[config.mk]
export PLATFORM = sky130hd
export DESIGN_NAME = ber_monitor
export DESIGN_NICKNAME = d
export VERILOG_FILES = /design/src/rtl/ber_monitor.sv
export SDC_FILE = /design/constraint.sdc
export NUM_CORES = 1
export LEC_CHECK = 0
export CAP_MARGIN = 20
export CORE_MARGIN = 3
export CORE_UTILIZATION = 44
export DETAILED_ROUTE_END_ITERATION = 10
export MAX_ROUTING_LAYER = met4
export PLACE_DENSITY = 0.66
export RECOVER_POWER = 50
export SYNTH_ARGS = -nofsm -noshare
export SYNTH_HDL_FRONTEND = slang
export SYNTH_SLANG_ARGS = --single-unit
[constraint.sdc]
create_clock -name clk_sys -period 8.3 [get_ports clk_sys]
set_input_delay 1.66 -clock clk_sys [delete_from_list [all_inputs] [get_ports clk_sys]]
set_output_delay 1.66 -clock clk_sys [all_outputs]
set_load 0.005 [all_outputs]
[src/rtl/ber_monitor.sv]
// ber_monitor
// -----------------------------------------------------------------------------
// Bit-error-rate checker for the communication chain. On each display frame
// it waits SETTLE_CYCLES after frame_tick, then samples the transmitted and
// decoded bytes. It counts the differing bits and keeps frame and error
// statistics. It also drives a 4-digit common-anode seven-segment display.
//
// Parameters:
//   SETTLE_CYCLES  clk_sys cycles from frame_tick to sampling (>= 1)
//   SCAN_DIV       clk_sys cycles per display digit (power of two, >= 2)
//   ERR_W          width of the cumulative error counter (>= 4)
//
// Ports:
//   clk_sys         system clock
//   reset           asynchronous reset, active-low
//   frame_tick      one-cycle pulse marking the start of a display frame
//   tx_byte         transmitted reference byte
//   rx_byte         decoded received byte
//   sample_valid    one-cycle pulse while the statistics are updating
//   frame_err_bits  bit errors found in the last compared frame (0..8)
//   frame_cnt       number of compared frames, wraps at 2^16
//   err_total       cumulative bit errors, saturates at 2^ERR_W-1
//   err_flag        sticky, set once any frame has shown a bit error
//   seg             segments {g,f,e,d,c,b,a}, active-low
//   an              digit enables, active-low one-hot
//
// Build option:
//   BER_MON_ERRDISP_EN  when defined, digits 0-1 show err_total[7:0] and
//                       digits 2-3 show frame_cnt[7:0]. A saturated
//                       err_total shows "FFFF". When undefined, digits 0-1
//                       show the sampled TX byte and digits 2-3 show the
//                       sampled RX byte.
// -----------------------------------------------------------------------------
module ber_monitor #(
    parameter int SETTLE_CYCLES = 1024,
    parameter int SCAN_DIV      = 65536,
    parameter int ERR_W         = 20
) (
    input  logic             clk_sys,
    input  logic             reset,
    input  logic             frame_tick,
    input  logic [7:0]       tx_byte,
    input  logic [7:0]       rx_byte,
    output logic             sample_valid,
    output logic [3:0]       frame_err_bits,
    output logic [15:0]      frame_cnt,
    output logic [ERR_W-1:0] err_total,
    output logic             err_flag,
    output logic [6:0]       seg,
    output logic [3:0]       an
);

    localparam int SET_W  = (SETTLE_CYCLES > 1) ? $clog2(SETTLE_CYCLES) : 1;
    localparam int SCAN_W = $clog2(SCAN_DIV);
    localparam logic [SET_W-1:0] SET_LOAD = SET_W'(SETTLE_CYCLES - 1);

    typedef enum logic [1:0] {IDLE, SETTLE, CMP, UPD} state_t;

    function automatic logic [3:0] popcount8(input logic [7:0] v);
        logic [3:0] c;
        c = '0;
        for (int i = 0; i < 8; i++) c = c + {3'b000, v[i]};
        return c;
    endfunction

    function automatic logic [6:0] hex7(input logic [3:0] n);
        case (n)
            4'h0: return 7'h40;  4'h1: return 7'h79;
            4'h2: return 7'h24;  4'h3: return 7'h30;
            4'h4: return 7'h19;  4'h5: return 7'h12;
            4'h6: return 7'h02;  4'h7: return 7'h78;
            4'h8: return 7'h00;  4'h9: return 7'h10;
            4'hA: return 7'h08;  4'hB: return 7'h03;
            4'hC: return 7'h46;  4'hD: return 7'h21;
            4'hE: return 7'h06;  default: return 7'h0E;
        endcase
    endfunction

    state_t             r_state;
    logic [SET_W-1:0]   r_settle;
    logic [7:0]         r_tx_s;
    logic [7:0]         r_rx_s;
    logic [3:0]         r_pop;
    logic               r_sample_valid;
    logic [3:0]         r_frame_err_bits;
    logic [15:0]        r_frame_cnt;
    logic [ERR_W-1:0]   r_err_total;
    logic               r_err_flag;
    logic [SCAN_W-1:0]  r_scan_cnt;
    logic [1:0]         r_digit;
    logic [3:0]         r_an;
    logic [6:0]         r_seg;

    // Widen by one bit so the carry shows an overflow. pop is at most 8,
    // so a single add can never step past the clamp value twice.
    logic [ERR_W:0]     w_err_sum;
    logic [ERR_W-1:0]   w_err_next;
    logic               w_wrap;
    logic [1:0]         w_digit_nxt;
    logic [3:0]         w_nib;

    assign w_err_sum  = {1'b0, r_err_total} + (ERR_W+1)'(r_pop);
    assign w_err_next = w_err_sum[ERR_W] ? '1 : w_err_sum[ERR_W-1:0];

    // Statistics FSM
    always_ff @(posedge clk_sys or negedge reset) begin
        if (!reset) begin
            r_state          <= IDLE;
            r_settle         <= '0;
            r_tx_s           <= '0;
            r_rx_s           <= '0;
            r_pop            <= '0;
            r_sample_valid   <= 1'b0;
            r_frame_err_bits <= '0;
            r_frame_cnt      <= '0;
            r_err_total      <= '0;
            r_err_flag       <= 1'b0;
        end else begin
            r_sample_valid <= 1'b0;
            case (r_state)
                IDLE: begin
                    if (frame_tick) begin
                        r_settle <= SET_LOAD;
                        r_state  <= SETTLE;
                    end
                end
                SETTLE: begin
                    // A new tick restarts the frame; the old one is dropped.
                    if (frame_tick) begin
                        r_settle <= SET_LOAD;
                    end else if (r_settle == '0) begin
                        r_state <= CMP;
                    end else begin
                        r_settle <= r_settle - 1'b1;
                    end
                end
                CMP: begin
                    r_tx_s         <= tx_byte;
                    r_rx_s         <= rx_byte;
                    r_pop          <= popcount8(tx_byte ^ rx_byte);
                    r_sample_valid <= 1'b1;
                    r_state        <= UPD;
                end
                default: begin
                    r_frame_err_bits <= r_pop;
                    r_frame_cnt      <= r_frame_cnt + 16'd1;
                    r_err_total      <= w_err_next;
                    r_err_flag       <= r_err_flag | (r_pop != 4'd0);
                    r_state          <= IDLE;
                end
            endcase
        end
    end

    // Display scan: the digit index, an and seg all move on the same edge,
    // so seg always shows the glyph of the digit that an is enabling.
    assign w_wrap      = &r_scan_cnt;
    assign w_digit_nxt = r_digit + {1'b0, w_wrap};

`ifdef BER_MON_ERRDISP_EN
    logic [7:0] w_err_lo;
    assign w_err_lo = 8'(r_err_total);

    always_comb begin
        w_nib = 4'h0;
        case (w_digit_nxt)
            2'd0: w_nib = w_err_lo[7:4];
            2'd1: w_nib = w_err_lo[3:0];
            2'd2: w_nib = r_frame_cnt[7:4];
            default: w_nib = r_frame_cnt[3:0];
        endcase
        if (&r_err_total) w_nib = 4'hF;
    end
`else
    always_comb begin
        w_nib = 4'h0;
        case (w_digit_nxt)
            2'd0: w_nib = r_tx_s[7:4];
            2'd1: w_nib = r_tx_s[3:0];
            2'd2: w_nib = r_rx_s[7:4];
            default: w_nib = r_rx_s[3:0];
        endcase
    end
`endif

    always_ff @(posedge clk_sys or negedge reset) begin
        if (!reset) begin
            r_scan_cnt <= '0;
            r_digit    <= 2'd0;
            r_an       <= 4'b1110;
            r_seg      <= 7'h7F;
        end else begin
            r_scan_cnt <= r_scan_cnt + 1'b1;
            r_digit    <= w_digit_nxt;
            r_an       <= ~(4'b0001 << w_digit_nxt);
            r_seg      <= hex7(w_nib);
        end
    end

    assign sample_valid   = r_sample_valid;
    assign frame_err_bits = r_frame_err_bits;
    assign frame_cnt      = r_frame_cnt;
    assign err_total      = r_err_total;
    assign err_flag       = r_err_flag;
    assign seg            = r_seg;
    assign an             = r_an;

endmodule
==> flow_metrics.py <==
metrics = {
    "setup_path": {
        "worstPathCellList": "dlygate4sd3_1, xnor2_1, fa_1, fa_1, fa_1, inv_1, ha_1, fa_1, xnor2_1, a21oi_1",
        "reg2reg_from": "r_scan_cnt[0]",
        "reg2reg_slack_ns": 4.84,
        "critPathMostFrequentCell": "fa_1",
        "crit_buf_inv": 2,
        "arrival_ns": 4.91,
        "cp_slowest_cell": "dlygate4sd3_1",
        "required_ns": 8.47,
        "cp-end-kind": "flip-flop",
        "start_kind": "input port",
        "cp_max_fo": 2,
        "crit_start": "rx_byte[1]",
        "slowest_delay_ns": 0.57,
        "crit_family": "adder cells",
        "crit_type": "input port to flip-flop",
    },
    "synth": {
        "synth_compound_area_share_pct": 8.18,
        "synth_top_family_by_area": "simple AND/OR/NAND/NOR gates",
        "avgSynthCellArea_um2": 11.1,
        "ys_seq_area_share_pct": 50.1,
        "ys_async_sr_fraction_pct": 100,
        "syn_area_um2": 5170,
        "yosys.area_share.xor_xnor_pct": 8.44,
        "yosysWarnings": 0,
        "synthFlopType": "dfrtp_1",
        "ys_types": 51,
        "syn_inst": 466,
        "syn_nets": 511,
        "synthMuxAreaShare_pct": 9.00,
        "synth-edff-count": 0,
        "synth_seq_cells": 103,
        "synth_adder_area_share_pct": 7.01,
        "synthSimpleGateAreaFrac_pct": 14.4,
    },
    "power": {
        "p_leak_nw": 2.67,
        "seqPwrFrac_pct": 39.7,
        "internal-power_w": 0.00129,
        "swShare_pct": 33.1,
        "ir_drop_mv": 0.179,
        "comb_power_share_pct": 37.8,
        "total_power_w": 0.00193,
        "clkPwrFrac_pct": 22.5,
        "power.density_nw_per_um2": 306,
        "power_switching_w": 0.000639,
    },
    "cts": {
        "cts_max_path_buffers": 2,
        "h-tree-depth": 3,
        "clock-sinks": 103,
        "post-cts-setup-buffers": 0,
        "cts-root-buf": "clkbuf_16",
        "holdBufCountCts": 0,
        "cts_resized": 0,
        "clock_latency_ns": 0.34,
        "cts_tree": "done",
        "cts_buffers": 9,
        "clk_pin_slew_ns": 0.07,
    },
    "timing": {
        "tightest_slew_ns": 2.21,
        "finalSetupViolations": 0,
        "fin_skew_ns": 0.00483,
        "period_needed_ns": 4.73,
        "whs_ns": 0.468,
        "period_share_pct": 57.0,
        "finalMaxSlewViolations": 41,
        "fin_setup_tns_ns": 0,
        "finalHoldViolCount": 0,
        "max_freq_mhz": 211,
        "rsz0062_at_grt": "no",
        "maxSlewHeadroom_pct": -47.4,
    },
    "die": {
        "die_w_um": 114,
        "die_area_um2": 13100,
        "std_cell_rows": 38,
        "core_area_um2": 11200,
        "io_pins": 72,
        "initial_core_util_pct": 46.3,
        "die-height_um": 114,
    },
    "global_routing": {
        "grt_use_total_pct": 17.2,
        "grt_start_max_net_pins": 65,
        "grt_pass1_wl_um": 17800,
        "grt_pass1_vias": 3623,
        "gr-total-overflow": 0,
        "antenna_found_initial": 0,
    },
    "outcome": {
        "status": "complete, but fails checks",
        "violations": "capacitance limit, slew limit",
    },
    "drt": {
        "drt_pass1_iterations": 4,
        "drt-initial-drc-count": 175,
        "wl_um": 10200,
        "num_vias": 3653,
        "drc_errors": 0,
        "ant_nets": 0,
        "viasPerCell": 5.38,
        "routedWlPerCell_um": 15.1,
    },
    "cells_and_area": {
        "final_cell_mix": "93 x dfrtp_1, 53 x clkdlybuf4s50_1, 39 x nand2_1",
        "multiInputGateArea_um2": 2420,
        "layout_commonest_cell": "dfrtp_1",
        "fin_nets": 579,
        "n_fill_cell": 966,
        "register_area_um2": 2590,
        "layout-drive-gt1-share_pct": 10.8,
        "syn_to_final_growth_pct": 21.8,
        "antenna_cells": 0,
    },
    "worst_hold_path": {
        "min-delay-start": "r_scan_cnt[13]",
        "hold_class": "flip-flop to flip-flop",
    },
    "place": {
        "routabilityCongestion": 0.846,
        "portBuffers": 71,
        "dpl.hpwl_um": 7480,
    },
    "flow_run": {
        "max_cap_violations": 1,
    },
}
[cell families (layout without fill, tap and decap cells)]
logic type / after synthesis / in the layout
mux: 37 / 37
buf+inv: 38 / 111
xor+xnor: 49 / 49
compound gates: 63 / 63
flops: 103 / 103
fa+ha+maj: 26 / 26
simple gates: 150 / 150
[flip-flops by register name, summed over array words and instances, names as in the netlist, 7 cells and up]
name,count
err_total,20
frame_cnt,16
r_rx_s,8
r_scan_cnt,16
r_settle,10
r_tx_s,8
seg,7
[power by group through the flow]
stage	registers (W)	clock network [W]	logic, W
floorplan	0.000743	0	0.000506
finish	0.000765	0.000435	0.000729
CTS	0.000766	0.000445	0.000740
global placement	0.000770	0	0.000714
detailed placement	0.000775	0	0.000735
global route	0.000786	0.000464	0.000813
[final cells by class]
cell class / instances / area share (%)
Timing Repair Buffer: 73 / 11.4
Inverter: 22 / 1.31
Multi-Input combinational cell: 325 / 38.5
Clock inverter: 2 / 0.616
Tap cell: 140 / 2.78
Clock buffer: 14 / 4.35
Sequential cell: 103 / 41.1
[metal layers]
| metal | GRT usage (%) | vias up | wire (um) |
|---|---|---|---|
| met5 | - | - | 0 |
| met4 | 5.30 | 0 | 144 |
| met3 | 3.17 | 13 | 346 |
| met2 | 27.2 | 55 | 4880 |
| met1 | 22.6 | 1800 | 4870 |
| li1 | - | 1785 | - |
[path summary, 6_finish.rpt]
check                      cells after the start             end
min                                            1  r_scan_cnt[13]
max in group asynchronous                      2       r_rx_s[0]
min reg2reg                                    1  r_scan_cnt[13]
min in group asynchronous                      1    err_total[9]
max                                           10        r_pop[2]
max reg2reg                                   11          seg[1]
[cell usage after synthesis (all sizes together) (10+ instances only)]
cell type  number  share of area [%]
dfrtp          93                 45
nand2          39                2.8
xnor2          35                6.1
nor2           33                2.4
mux2           30                6.6
inv            22                1.6
nand3          22                2.1
ha             21                5.1
a21oi          14                1.4
clkbuf         14                1.0
xor2           14                2.4
nand4          13                1.6
o21ai          11                1.1
dfstp          10                5.1
nor3           10               0.97
[through the flow]
step	instance area, um^2	utilization (%)	std cells	setup WS [ns]
after global placement	6000	53.7	663	3.41
final	6300	56.4	679	3.57
after global routing	6300	56.4	679	3.40
after floorplan	5170	-	466	3.99
after detailed placement	6000	53.7	663	3.34
after CTS	6320	56.5	679	3.67
Power figures use the tool's default switching activity.
